File: src/rtl/spi_reg_pkg.sv
// Shared types and constants for the SPI register bank: FSM states, R/W encoding
// and the frame-length helper.
package spi_reg_pkg;

  typedef enum logic [1:0] {
    IDLE = 2'd0,
    CMD  = 2'd1,
    DATA = 2'd2,
    OVER = 2'd3
  } spi_state_e;

  localparam logic RW_WRITE = 1'b1;
  localparam logic RW_READ  = 1'b0;

  // Frame is R/W bit, then address, then data, MSB first.
  function automatic int frame_len(input int addr_w, input int data_w);
    return 1 + addr_w + data_w;
  endfunction

  localparam int DEF_ADDR_W = 7;
  localparam int DEF_DATA_W = 8;
  localparam int FRAME_LEN  = frame_len(DEF_ADDR_W, DEF_DATA_W);

endpackage

File: src/rtl/spi_sync_edge.sv
// Two-flop synchronizer for an asynchronous pin, followed by a previous-value
// flop so that single-cycle rise and fall pulses can be produced.
module spi_sync_edge #(
  parameter logic RST_VAL = 1'b0
) (
  input  logic clk,
  input  logic rst_n,
  input  logic din,
  output logic rise,
  output logic fall
);

  logic meta_q;
  logic sync_q;
  logic prev_q;

  always_ff @(posedge clk or negedge rst_n) begin
    if (!rst_n) begin
      meta_q <= RST_VAL;
      sync_q <= RST_VAL;
      prev_q <= RST_VAL;
    end else begin
      meta_q <= din;
      sync_q <= meta_q;
      prev_q <= sync_q;
    end
  end

  assign rise = sync_q & ~prev_q;
  assign fall = ~sync_q & prev_q;

endmodule

File: src/rtl/spi_reg_bank.sv
// SPI mode-0 peripheral exposing NUM_REGS registers of DATA_W bits with
// validated write commit on chip-select release and read-back over CIPO.
module spi_reg_bank
  import spi_reg_pkg::*;
#(
  parameter int NUM_REGS = 8,
  parameter int DATA_W   = 8,
  parameter int ADDR_W   = 7
) (
  input  logic                       clk,
  input  logic                       rst_n,
  input  logic                       SCLK,
  input  logic                       COPI,
  input  logic                       nCS,
  output logic                       CIPO,
  output logic                       cipo_oe,
  output logic [NUM_REGS*DATA_W-1:0] regs_flat,
  output logic                       wr_strobe,
  output logic [ADDR_W-1:0]          wr_addr,
  output logic                       frame_err
);

  localparam int CMD_BITS   = 1 + ADDR_W;
  localparam int FRAME_BITS = frame_len(ADDR_W, DATA_W);
  localparam int CNT_W      = $clog2(FRAME_BITS + 1);

  localparam logic [CNT_W-1:0]  CNT_CMD    = CNT_W'(CMD_BITS);
  localparam logic [CNT_W-1:0]  CNT_FULL   = CNT_W'(FRAME_BITS);
  localparam logic [CNT_W-1:0]  CNT_ONE    = CNT_W'(1);
  localparam logic [ADDR_W:0]   NUM_REGS_W = (ADDR_W + 1)'(NUM_REGS);

  logic sclk_rise;
  logic sclk_fall;
  logic ncs_rise;
  logic ncs_fall;
  logic copi_meta_q;
  logic copi_sync_q;

  spi_state_e          state_q, state_d;
  logic [CNT_W-1:0]    cnt_q, cnt_d;
  logic [CMD_BITS-1:0] cmd_q, cmd_d;
  logic [CMD_BITS-1:0] cmd_next;
  logic [DATA_W-1:0]   shift_q, shift_d;
  logic [DATA_W-1:0]   tx_q, tx_d;
  logic                cipo_oe_q, cipo_oe_d;
  logic                wr_strobe_q, wr_strobe_d;
  logic                frame_err_q, frame_err_d;
  logic [ADDR_W-1:0]   wr_addr_q, wr_addr_d;
  logic [DATA_W-1:0]   regs_q [NUM_REGS];
  logic [DATA_W-1:0]   regs_d [NUM_REGS];

  logic [ADDR_W-1:0]   cmd_addr;
  logic [ADDR_W-1:0]   snap_addr;
  logic [DATA_W-1:0]   rd_word;
  logic                is_write;
  logic                addr_ok;
  logic                commit_ok;

  spi_sync_edge #(.RST_VAL(1'b0)) u_sclk_sync (
    .clk  (clk),
    .rst_n(rst_n),
    .din  (SCLK),
    .rise (sclk_rise),
    .fall (sclk_fall)
  );

  spi_sync_edge #(.RST_VAL(1'b1)) u_ncs_sync (
    .clk  (clk),
    .rst_n(rst_n),
    .din  (nCS),
    .rise (ncs_rise),
    .fall (ncs_fall)
  );

  always_ff @(posedge clk or negedge rst_n) begin
    if (!rst_n) begin
      copi_meta_q <= 1'b0;
      copi_sync_q <= 1'b0;
    end else begin
      copi_meta_q <= COPI;
      copi_sync_q <= copi_meta_q;
    end
  end

  assign cmd_next  = (cmd_q << 1) | CMD_BITS'(copi_sync_q);
  assign cmd_addr  = cmd_q[ADDR_W-1:0];
  assign snap_addr = cmd_next[ADDR_W-1:0];
  assign is_write  = (cmd_q[ADDR_W] == RW_WRITE);
  assign addr_ok   = ({1'b0, cmd_addr} < NUM_REGS_W);
  assign commit_ok = (state_q == DATA) && is_write && (cnt_q == CNT_FULL) && addr_ok;

  // Out-of-range addresses match no register and so snapshot as zero.
  always_comb begin
    rd_word = '0;
    for (int k = 0; k < NUM_REGS; k++) begin
      if (snap_addr == ADDR_W'(k)) rd_word = regs_q[k];
    end
  end

  always_comb begin
    state_d     = state_q;
    cnt_d       = cnt_q;
    cmd_d       = cmd_q;
    shift_d     = shift_q;
    tx_d        = tx_q;
    cipo_oe_d   = cipo_oe_q;
    wr_strobe_d = 1'b0;
    frame_err_d = 1'b0;
    wr_addr_d   = wr_addr_q;
    regs_d      = regs_q;

    if (ncs_rise) begin
      // Chip-select release wins over any SCLK edge seen in the same cycle.
      if (state_q != IDLE) begin
        if (commit_ok) begin
          for (int k = 0; k < NUM_REGS; k++) begin
            if (cmd_addr == ADDR_W'(k)) regs_d[k] = shift_q;
          end
          wr_strobe_d = 1'b1;
          wr_addr_d   = cmd_addr;
        end else if ((state_q != DATA) || is_write) begin
          frame_err_d = 1'b1;
        end
      end
      state_d   = IDLE;
      cnt_d     = '0;
      cmd_d     = '0;
      shift_d   = '0;
      tx_d      = '0;
      cipo_oe_d = 1'b0;
    end else begin
      case (state_q)
        IDLE: begin
          if (ncs_fall) begin
            state_d = CMD;
            cnt_d   = '0;
          end
        end
        CMD: begin
          if (sclk_rise) begin
            cnt_d = cnt_q + CNT_ONE;
            cmd_d = cmd_next;
            if (cnt_d == CNT_CMD) begin
              state_d = DATA;
              if (cmd_next[ADDR_W] == RW_READ) begin
                tx_d      = rd_word;
                cipo_oe_d = 1'b1;
              end
            end
          end
        end
        DATA: begin
          if (sclk_rise) begin
            if (cnt_q == CNT_FULL) begin
              state_d = OVER;
            end else begin
              cnt_d = cnt_q + CNT_ONE;
              if (is_write) shift_d = (shift_q << 1) | DATA_W'(copi_sync_q);
            end
          end else if (sclk_fall && !is_write && (cnt_q > CNT_CMD)) begin
            // The fall right after the address keeps the MSB on CIPO for the first sample.
            tx_d = tx_q << 1;
          end
        end
        OVER: begin
          state_d = OVER;
        end
        default: state_d = IDLE;
      endcase
    end
  end

  always_ff @(posedge clk or negedge rst_n) begin
    if (!rst_n) begin
      state_q     <= IDLE;
      cnt_q       <= '0;
      cmd_q       <= '0;
      shift_q     <= '0;
      tx_q        <= '0;
      cipo_oe_q   <= 1'b0;
      wr_strobe_q <= 1'b0;
      frame_err_q <= 1'b0;
      wr_addr_q   <= '0;
      for (int k = 0; k < NUM_REGS; k++) regs_q[k] <= '0;
    end else begin
      state_q     <= state_d;
      cnt_q       <= cnt_d;
      cmd_q       <= cmd_d;
      shift_q     <= shift_d;
      tx_q        <= tx_d;
      cipo_oe_q   <= cipo_oe_d;
      wr_strobe_q <= wr_strobe_d;
      frame_err_q <= frame_err_d;
      wr_addr_q   <= wr_addr_d;
      regs_q      <= regs_d;
    end
  end

  generate
    for (genvar gi = 0; gi < NUM_REGS; gi++) begin : g_flat
      assign regs_flat[gi*DATA_W +: DATA_W] = regs_q[gi];
    end
  endgenerate

  assign CIPO      = tx_q[DATA_W-1];
  assign cipo_oe   = cipo_oe_q;
  assign wr_strobe = wr_strobe_q;
  assign wr_addr   = wr_addr_q;
  assign frame_err = frame_err_q;

endmodule

File: config.mk
export PLATFORM = sky130hd
export DESIGN_NAME = spi_reg_bank
export DESIGN_NICKNAME = d
export VERILOG_FILES = /design/src/rtl/spi_reg_pkg.sv /design/src/rtl/spi_sync_edge.sv /design/src/rtl/spi_reg_bank.sv
export SDC_FILE = /design/constraint.sdc
export NUM_CORES = 1
export LEC_CHECK = 0
export BUFFER_PORTS_ARGS = -buffer_cell sky130_fd_sc_hd__buf_2
export CAP_MARGIN = 25
export CORE_UTILIZATION = 55
export DETAILED_ROUTE_END_ITERATION = 10
export PLACE_DENSITY = 0.77
export SLEW_MARGIN = 20
export SYNTH_ARGS = -nofsm -noshare
export SYNTH_HDL_FRONTEND = slang
export SYNTH_SLANG_ARGS = --single-unit
File: constraint.sdc
create_clock -name clk -period 3.1 [get_ports clk]
set_input_delay 0.62 -clock clk [delete_from_list [all_inputs] [get_ports clk]]
set_output_delay 0.62 -clock clk [all_outputs]
set_load 0.01 [all_outputs]
; Yosys cells after proc, flatten, opt, wreduce, memory -nomap -nowiden
; Index checks and enable logic that the tools add are counted.
[word_totals]
output_inout_bits = 75
in_bits = 5
register_bits = 113
wordCells = 150
[op_classes]
n_eq_ne = 31
reduce_logical = 33
n_addsub = 1
n_mux = 48
magnitude_cmp = 2
bitwise = 10
[ops]
columns = op, n
row1 = $mux 8, 22
row2 = $eq 7x3->1 const B, 8
row3 = $reduce_and 4->1, 10
row4 = $eq 7x2->1 const B, 4
row5 = $mux 5, 5
row6 = $ne 3x3->1 const B, 7
row7 = $or 8x1->8, 2
row8 = $pmux 8 s2, 1
row9 = $pmux 5 s3, 1
row10 = $eq 7x1->1 const B, 2
row11 = $logic_not 7->1, 2
row12 = $mux 1, 12
row13 = $mux 2, 6
row14 = $reduce_bool 2->1, 6
row15 = $reduce_and 5->1, 2
row16 = $pmux 2 s4, 1
row17 = $lt 7x4->1 const B, 1
row18 = $ne 2x2->1 const B, 3
row19 = $ne 3x2->1 const B, 2
row20 = $reduce_and 6->1, 1
row21 = $add 5x1->5 const B, 1
row22 = $eq 5x4->1 const B, 1
row23 = $eq 5x5->1 const B, 1
row24 = $gt 5x4->1 const B, 1
row25 = other kinds (12), 23

; Longest topological paths before layout
[depth]
ltp_word = 15
mapped_depth = 10

; Hierarchy
; A second synthesis with hierarchy kept.
[unflattened]
hier_cells = 460
hier_area_um2 = 5366.4
[by_module_without_submodules]
columns = mod, seq_area_each_um2, instances, area_each_um2, cells_each
row1 = spi_reg_bank, 2677.6, 1, 5182.5, 450
row2 = spi_sync_edge at u_ncs_sync, 78.8, 1, 93.8, 5
row3 = spi_sync_edge at u_sclk_sync, 75.1, 1, 90.1, 5

; Least setup slack after synthesis
; OpenSTA, ideal clock, no wires.
[synth_path]
path_type = register -> register
from = reg cnt_q[0]
to = reg regs_q (netlist bit regs_flat[0])
path_slack_ps = 733
stages_incl_launch_ff = 8
required_time_ps = 2975
t_arrival_ps = 2243
period_less_slack_ps = 2367
cell_sequence = dfrtp_1 -> inv_1 -> ha_1 -> nand2b_1 -> or3b_4 -> nor4_4 -> nor4b_4 -> mux2_2
[synth_via]
elab_chain_cells = 4
[synth_lines]
columns = item, line_no
row1 = "start, declared", spi_reg_bank.sv:40  ; logic [CNT_W-1:0] cnt_q, cnt_d;
row2 = "start signal, assigned", spi_reg_bank.sv:187  ; cnt_q <= cnt_d;
row3 = $eq 5x5->1, spi_reg_bank.sv:90  ; assign commit_ok = (state_q == DATA) && is_write && (cnt_q == CNT_FULL) && addr_ok;
row4 = $logic_and 1x1->1 (2 in a row), spi_reg_bank.sv:90
row5 = $reduce_and 4->1 (no source line), n/a
row6 = "end signal, assigned", spi_reg_bank.sv:195  ; regs_q <= regs_d;
row7 = "end, declared", spi_reg_bank.sv:49  ; logic [DATA_W-1:0] regs_q [NUM_REGS];
; No other way between the ends.
; A chain may end at the register's enable or synchronous reset.

; Worst setup path in the final report
[layout_path]
from = reg cnt_q[0]
to = reg regs_q (netlist bit regs_flat[5])
; Same word-level chain as after synthesis.

==> reports/metrics.yaml <==
status: "complete, no violations"
max_slew_margin: 0.450
wirelength_um: 12800
finalSetupTns_ns: 0
wl_per_cell_um: 19.3
power_leakage_nw: 3.29
dp_cells: 632
first_pass_iters: 5
drv_slew: 0
pwr_density_cell_nw_per_um2: 660
grt_max_degree: 55
grt_pass1_vias: 3934
start_util: 0.572
synth_area_um2: 5310
avgSynthCellArea_um2: 12.0
synth_most_common_cell: "dfrtp_1"
dieArea_um2: 10000
startpoint_type: "flip-flop"
pin_count: 80
worst_slew_pin_slew_ns: 0.818
path_class: "flip-flop to flip-flop"
p_total_mw: 4.24
synthFlopType: "dfrtp_1"
die_h_um: 100
post_cts_buffers: 0
synth_cell_types: 44
clock_skew_ns: 0.0103
vias: 3908
cts-root-buf: "clkbuf_8"
final_antenna_net_count: 0
rows: 35
antenna_cells: 0
async_flop_share: 1.00
r2r_end: "regs_flat[5]"
vdd_ir_drop_max_uv: 363
portBuffers: 79
synthTopCellsByArea: "dfrtp_1 52%, mux2_2 15%, mux2i_1 5.8%, nor2_1 2.8%, ha_1 1.9%"
syn_inst: 444
n_fill_cell: 688
clock.fmax_ghz: 0.355
clock_path_buffers: 2
r2r-start: "cnt_q[0]"
gp_congestion: 0.842
clock-sinks: 113
first_iter_violations: 257
worstSetupEndpointType: "flip-flop"
endpoint: "regs_flat[5]"
ys_seq_area_frac: 0.533
fp.coreArea_um2: 9280
finalHoldViolations: 0
finalCritPeriodShare: 0.908
reg2regPathDepth: 7
clk_latency_ns: 0.52
die_x_um: 100
reg2reg_slack_ns: 0.28
dp_hpwl_um: 8590
cts_tree: "yes"
antenna_found_initial: 0
grt_overflow: 0
netlist.area_leader.share: 0.519
layout-drive-gt1-share: 0.387
avgViaCountPerCell: 5.89
cts_hold_buf: 0
cts-buffers-inserted: 17
yosys_warnings: 0
critPathArrivalTime_ns: 3.21
cp_max_fo: 8
final-setup-viol-count: 0
synth-edff-count: 0
post-route-util: 0.692
critPathLaunch: "cnt_q[0]"
period_needed_ns: 2.82
nets: 535
path_clk_slew_ns: 0.06
syn-num-nets: 457
synth_top_cells_by_count: "110 x dfrtp_1, 70 x mux2_2, 39 x nor2_1, 31 x mux2i_1, 18 x clkbuf_1"
rsz0062_at_grt: "no"
finalNonFillerCells: 664
critical_path_required_ns: 3.49
synth_seq_cells: 113
synth_top_area_cell: "dfrtp_1"
area_growth_pct: 21.0
route.detailed.drc: 0
grt_usage: 0.277
grt_pass1_wl_um: 20900
hold_path.class: "input port to asynchronous set/reset pin"
cts_resized: 0
cts_max_level: 4
cap_viol_max_count: 0
## metrics by stage
step	hold slack [ns]	worst slack [ns]	cell area (um2)
after global routing	0.189	0.140	6420
after detailed placement	0.336	0.352	5830
final	0.152	0.284	6420
after CTS	0.172	0.285	6420
after floorplan	0.324	0.733	5310
after global placement	0.334	0.461	5830
## worst min path at each step
stage	slack [ns]	endpoint	cells past startpoint	start
finish	0.15	cmd_q[7]	1	rst_n
global route	0.19	u_ncs_sync.meta_q	1	nCS
CTS	0.17	shift_q[0]	1	rst_n
detailed placement	0.34	u_sclk_sync.sync_q	0	u_sclk_sync.meta_q
global placement	0.33	u_sclk_sync.sync_q	0	u_sclk_sync.meta_q
floorplan	0.32	cipo_oe	0	rst_n
## registers in the layout, indices dropped and copies added (netlist names), 2 cells and up
signal / count
regs_flat: 64
tx_q: 8
cnt_q: 5
cmd_q: 8
shift_q: 8
wr_addr: 7
state_q: 2
## layer usage
metal | GRT usage | vias up | routed length [um]
met2 | 0.424 | 147 | 6160
met4 | 0.110 | 0 | 219
met5 | 0 | - | 0
li1 | - | 1754 | -
met3 | 0.0655 | 22 | 709
met1 | 0.382 | 1985 | 5740
## power breakdown
part | leakage, nW | internal (mW) | switching, mW
sequential | 1.55 | 1.55 | 0.0982
clock | 0.280 | 1.24 | 0.681
combinational | 1.46 | 0.259 | 0.401
## cell usage in the layout (no fill, tap or decap), drive strengths merged, types with 6 or more instances in the layout
cell type | Yosys | final
nor2b | 16 | 16
a311oi | 8 | 8
nand2b | 6 | 6
buf | 9 | 93
ha | 8 | 8
nand2 | 14 | 14
inv | 13 | 14
a32o | 7 | 7
mux2i | 31 | 31
a21oi | 10 | 10
dfrtp | 110 | 110
clkbuf | 25 | 19
o21ai | 9 | 9
o221ai | 7 | 7
nor2 | 39 | 39
o22ai | 7 | 7
nand3 | 11 | 11
nor3 | 11 | 11
mux2 | 70 | 70
## logic make-up after synthesis
family                     share of synthesized area
and+or+nand+nor                                0.128
DFF                                            0.533
muxes                                          0.207
AOI/OAI and AO/OA                             0.0757
buffers and inverters                         0.0368
adders and majority gates                     0.0189
## worst max-delay path: stages, from the launching register on
cell and delay, ns:
dfrtp_1 0.43, inv_1 0.08, ha_1 0.15, nand2b_1 0.08, or3b_4 0.43, nor4_4 0.50, nor4b_4 0.60, mux2_2 0.43
## layout make-up
cell class / instances / area [um2] / area share
Tap cell: 129 / 161 / 0.0251
Multi-Input combinational cell: 284 / 2280 / 0.355
Timing Repair Buffer: 93 / 503 / 0.0783
Sequential cell: 113 / 2830 / 0.441
Inverter: 13 / 48.8 / 0.00760
Clock inverter: 13 / 161 / 0.0251
Clock buffer: 19 / 432 / 0.0672
Power figures use the tool's default switching activity.
